--- config.mk ---
export PLATFORM = sky130hd
export DESIGN_NAME = sprite_animator
export DESIGN_NICKNAME = d
export VERILOG_FILES = /design/src/rtl/sprite_animator.sv
export SDC_FILE = /design/constraint.sdc
export NUM_CORES = 1
export LEC_CHECK = 0
export CORE_UTILIZATION = 48
export CTS_CLUSTER_DIAMETER = 120
export CTS_CLUSTER_SIZE = 40
export DETAILED_ROUTE_END_ITERATION = 10
export GPL_TIMING_DRIVEN = 0
export HOLD_SLACK_MARGIN = 0.06
export PLACE_DENSITY = 0.91
export SYNTH_ARGS = -nofsm -noshare
export SYNTH_HDL_FRONTEND = slang
export SYNTH_SLANG_ARGS = --single-unit
--- constraint.sdc ---
create_clock -name clock -period 2.5 [get_ports clock]
set_clock_uncertainty 0.05 [all_clocks]
set_input_delay 0.5 -clock clock [delete_from_list [all_inputs] [get_ports clock]]
set_output_delay 0.5 -clock clock [all_outputs]
set_load 0.01 [all_outputs]
--- src/rtl/sprite_animator.sv ---
// Frame sequencer for an animated sprite held in an external synchronous ROM.
// It divides the game tick down to the frame rate and orients the bitmap on the way out.

module sprite_animator_pix (
  input  logic [3:0] cand,
  input  logic [1:0] rotation,
  output logic       pix
);
  assign pix = cand[rotation];
endmodule

module sprite_animator #(
  parameter int SIZE   = 5,
  parameter int FRAMES = 4,
  parameter int FAW    = 2,
  parameter int DIV    = 2
) (
  input  logic                   clock,
  input  logic                   resetn,
  input  logic                   enable,
  input  logic [1:0]             rotation,
  input  logic [1:0]             mode,
  output logic [FAW-1:0]         rom_addr,
  input  logic [SIZE*SIZE-1:0]   rom_data,
  output logic [SIZE*SIZE-1:0]   out,
  output logic                   out_valid,
  output logic [FAW-1:0]         frame_idx,
  output logic                   done
);
  localparam int N      = SIZE * SIZE;
  localparam int DW     = (DIV > 1) ? $clog2(DIV) : 1;
  localparam int STAGES = 1;
  localparam logic [FAW-1:0] LAST   = FAW'(FRAMES - 1);
  localparam logic [DW-1:0]  DC_TOP = DW'(DIV - 1);

  typedef enum logic {FWD = 1'b0, BWD = 1'b1} dir_e;

  function automatic int pix_bit(input int r, input int c);
    return N - 1 - (r * SIZE + c);
  endfunction

  logic [DW-1:0]     div_cnt;
  dir_e              dir, ndir;
  logic              held, nheld, ndone;
  logic [FAW-1:0]    nidx;
  logic              step, at_last, at_zero;
  logic [STAGES:0]   vld_pipe;
  logic [N-1:0]      xf;

  assign step     = enable && (div_cnt == DC_TOP);
  assign at_last  = (frame_idx == LAST);
  assign at_zero  = (frame_idx == '0);
  assign rom_addr = frame_idx;
  assign out_valid = vld_pipe[STAGES];

  always_comb begin
    nidx  = frame_idx;
    ndir  = dir;
    nheld = held;
    ndone = 1'b0;
    unique case (mode)
      2'd1: begin
        nheld = 1'b0;
        if (FRAMES == 1) begin
          nidx = '0;
          ndir = (dir == FWD) ? BWD : FWD;
        end else if (dir == FWD) begin
          if (at_last) begin
            ndir = BWD;
            nidx = frame_idx - 1'b1;
          end else begin
            nidx = frame_idx + 1'b1;
          end
        end else begin
          if (at_zero) begin
            ndir = FWD;
            nidx = frame_idx + 1'b1;
          end else begin
            nidx = frame_idx - 1'b1;
          end
        end
        ndone = (nidx == '0);
      end
      2'd2: begin
        // Held after reaching the last frame; a single-frame sprite still reports every step.
        if (!held) begin
          nidx = at_last ? frame_idx : frame_idx + 1'b1;
          if (nidx == LAST) begin
            nheld = 1'b1;
            ndone = 1'b1;
          end
        end else begin
          ndone = (FRAMES == 1);
        end
      end
      default: begin
        nheld = 1'b0;
        ndir  = FWD;
        nidx  = at_last ? '0 : frame_idx + 1'b1;
        ndone = at_last;
      end
    endcase
  end

  always_ff @(posedge clock) begin
    if (!resetn) begin
      frame_idx <= '0;
      div_cnt   <= '0;
      dir       <= FWD;
      held      <= 1'b0;
      done      <= 1'b0;
    end else begin
      done <= 1'b0;
      if (enable) begin
        div_cnt <= step ? '0 : div_cnt + 1'b1;
      end
      if (step) begin
        frame_idx <= nidx;
        dir       <= ndir;
        held      <= nheld;
        done      <= ndone;
      end
    end
  end

  // ROM data trails rom_addr by one edge, so out becomes meaningful on the second edge.
  always_ff @(posedge clock) begin
    if (!resetn) begin
      vld_pipe <= '0;
      out      <= '0;
    end else begin
      vld_pipe <= {vld_pipe[STAGES-1:0], 1'b1};
      out      <= xf;
    end
  end

  for (genvar r = 0; r < SIZE; r++) begin : g_row
    for (genvar c = 0; c < SIZE; c++) begin : g_col
      localparam int P0 = pix_bit(r, c);
      localparam int P1 = pix_bit(c, SIZE - 1 - r);
      localparam int P2 = pix_bit(r, SIZE - 1 - c);
      localparam int P3 = pix_bit(SIZE - 1 - c, r);
      sprite_animator_pix u_pix (
        .cand     ({rom_data[P3], rom_data[P2], rom_data[P1], rom_data[P0]}),
        .rotation (rotation),
        .pix      (xf[P0])
      );
    end
  end

endmodule

==> key figures <==
Clock tree
  • # Post-CTS Setup Buffers: 0
  • Clock Latency Late Sink: 340 ps
  • Root Driver: clkbuf_4
  • H-tree levels: 2
  • Clock slew at reported path FFs: about 100 ps
  • CTS sink count: 33
  • Cts-stage hold buffer count: 0
  • Clk buf depth: 2
  • CTS tree: built
  • Post-cts sizing count: 0
  • CTS Buf Count: 5

Die
  • Cell Rows: 21
  • Starting Density: 51.1%
  • Die height: 62.1 microns
  • Core ar.: 0.00339 sq mm
  • Io pins: 63
  • Die ar.: 0.00385 sq mm
  • Die W: 62.1 microns

Global routing
  • Antenna violations before repair: 0
  • First-pass GRT wire length: 6000 microns
  • Total grt overflow: 0
  • Vias in the first global route: approximately 1300
  • All-layer global routing usage: 22.2%
  • Largest net degree at the start of global routing: 13

Critical path
  • Crit path largest cell delay: 520 ps
  • Crit path launch: frame_idx[0]
  • Worst R2R Setup Slack: 840 ps
  • Crit path DAT: roughly 1500 ps
  • Worst r2r src: frame_idx[0]
  • Critical R2R Capture: frame_idx[1]
  • Maximum fanout along the worst path: 9
  • FF-to-FF path depth: 6
  • Highest-delay cell along the critical path: clkdlybuf4s50_1
  • WS Path Type: flop to primary output
  • CP Data Required Time: 1950 ps
  • Crit-path cells: buf_4 > clkdlybuf4s50_1
  • Crit path to: rom_addr[0]
  • Crit start category: flop
  • Crit. End Element: primary output

Status
  • Status: complete, no violations

Drt
  • Final wirelength: 3700 microns
  • # DRC: 0
  • Routed length per instance: roughly 14 microns
  • Detail Route Antenna Nets: 0
  • Vias per inst: 5.26
  • First drt pass iteration count: 4
  • Vias: 1430
  • DRT iter0 DRCs: 86

Hold path
  • Hold WC Path Type: flop to flop

Finish
  • Diode count: 0
  • Final nets: roughly 260
  • Area occupied by multi-input gates: 948 sq um
  • Fill count: 238
  • Register area: 661 sq um
  • Synth-to-layout area growth: 44.1%
  • Fraction of layout cells with a size suffix above 1: a little under an eighth
  • Non-Filler Instances: 272

Logic synthesis
  • Ys Warns: 0
  • Mapped Cells: 158
  • Synthesized net count: a little under 200
  • Seq/Total Area, Yosys: 38.2%
  • Syn Area/Cell: 11.0 sq um
  • Synth async-reset ratio: 0%
  • Mapped Area: 0.00173 sq mm
  • Synth unique cells: 30
  • Synth Register Bits: 33
  • Top_reg_cell synth: dfxtp_1
  • EDFF count, synth: 0

Power and ir drop
  • Final total power: 1.40 mW
  • Pwr/cell area: 561 mW/mm^2
  • Leak: 1.01 nW
  • Peak VDD IR: 0.441 mV

Timing
  • RSZ-0062 raised after global routing: false
  • Final Slew Violations: 0
  • Setup TNS: 0 ps
  • Final min period: between 2000 and 2500 ps
  • Slew @ Worst Pin: about 490 ps
  • Worst slew margin: 67.3%
  • Top achievable clock speed: around 0.48 GHz
  • Hold WS: 397 ps
  • Part of the cycle the worst path needs: 82.7%
  • Final Setup Violations: 0
  • Final hold viol count: 0

Placement
  • Placer congestion estimate: 0.826
  • Placed cell count: ~260
  • Post-DP HPWL: 2630 microns
  • PortBufs: 60

Job
  • MaxCap Viol Count: 0
[kinds of logic after synthesis]
kind of cell,count (synthesis),share of synthesized area [%]
muxes,24,24.1
and+or+nand+nor,46,13.8
xor gates and xnor gates,2,1.01
adders and majority gates,7,5.06
DFF,33,38.2
AOI/OAI and AO/OA,27,10.8
buffers and inverters,19,7.08
[cells in the final DEF (no fill, tap or decap), drive strengths merged, types with 8 or more instances in the layout]
cell	netlist	final
a21oi	10	10
nor2	15	15
and2	14	14
a211oi	10	10
mux2i	12	12
inv	7	8
dfxtp	33	33
mux4	12	12
clkdlybuf4s50	0	60
buf	10	10
[area by class of cell]
type	instances	area share [%]
Timing Repair Buffer	60	24.1
Inverter	7	1.05
Clock buffer	5	1.50
Sequential cell	33	26.5
Tap cell	46	2.31
Clock inverter	3	2.76
Buffer	12	3.86
Multi-Input combinational cell	106	38.0
[power by group]
group / leakage [nW] / switching [mW] / internal, mW
Combinational: 0.681 / 0.125 / 0.185
Sequential: 0.274 / 0.0148 / 0.562
Clock: 0.0558 / 0.198 / 0.315
Total: 1.01 / 0.337 / 1.06
[per-layer routing]
layer	track usage [%]	vias up	wire, microns	share of wire, %
met5	0	-	0	0
met4	8.57	0	34	0.92
met3	7.25	4	272	7.4
met2	35.6	64	1720	47
met1	27.7	655	1670	45
li1	-	707	-	-
[flip-flops by register name, indices dropped and copies added (netlist names)]
signal and cells:
dir 1, div_cnt 1, done 1, frame_idx 2, held 1, out 25
vld_pipe 2
[worst min-delay path by stage]
stage                           start          end  slack (ps)  cells after the start
after CTS                 vld_pipe[0]  vld_pipe[1]         410                      1
after detailed placement  vld_pipe[0]  vld_pipe[1]         380                      1
after global placement    vld_pipe[0]  vld_pipe[1]         370                      1
final                     vld_pipe[0]  vld_pipe[1]         400                      1
after global routing      vld_pipe[0]  vld_pipe[1]         430                      1
after floorplan           vld_pipe[0]  vld_pipe[1]         360                      1
[Yosys cell counts (2+ instances only)]
cell / instances / area share [%]
nor3_1: 3 / 0.87
nor2b_1: 3 / 1.1
mux2i_1: 12 / 6.9
buf_6: 3 / 2.0
mux4_2: 5 / 6.5
buf_4: 4 / 1.7
a21oi_1: 9 / 2.6
nor2_1: 15 / 3.3
a211oi_1: 10 / 4.3
clkbuf_1: 2 / 0.43
nand2_1: 4 / 0.87
and2_1: 14 / 5.1
o221a_2: 2 / 1.3
inv_1: 7 / 1.5
mux4_1: 7 / 11
buf_2: 2 / 0.58
nand2b_1: 4 / 1.4
dfxtp_1: 33 / 38
ha_1: 7 / 5.1
a311oi_1: 2 / 1.0
[critical path, delay by kind of cell (launching register included)]
family / cells / cell delay (ps)
buffers and inverters: 2 / 680
DFF: 1 / 510
[metrics by stage]
| stage | worst slack [ps] | instance area [sq um] | utilization [%] |
|---|---|---|---|
| 2_1_floorplan | 930 | 1730 | - |
| 3_3_place_gp | 418 | 2390 | 70.5 |
| 3_5_place_dp | 417 | 2390 | 70.5 |
| 4_1_cts | 413 | 2500 | 73.6 |
| 5_1_grt | 306 | 2500 | 73.6 |
| 6_report | 432 | 2500 | 73.6 |
Note: power is estimated with default switching activity, not from simulation.
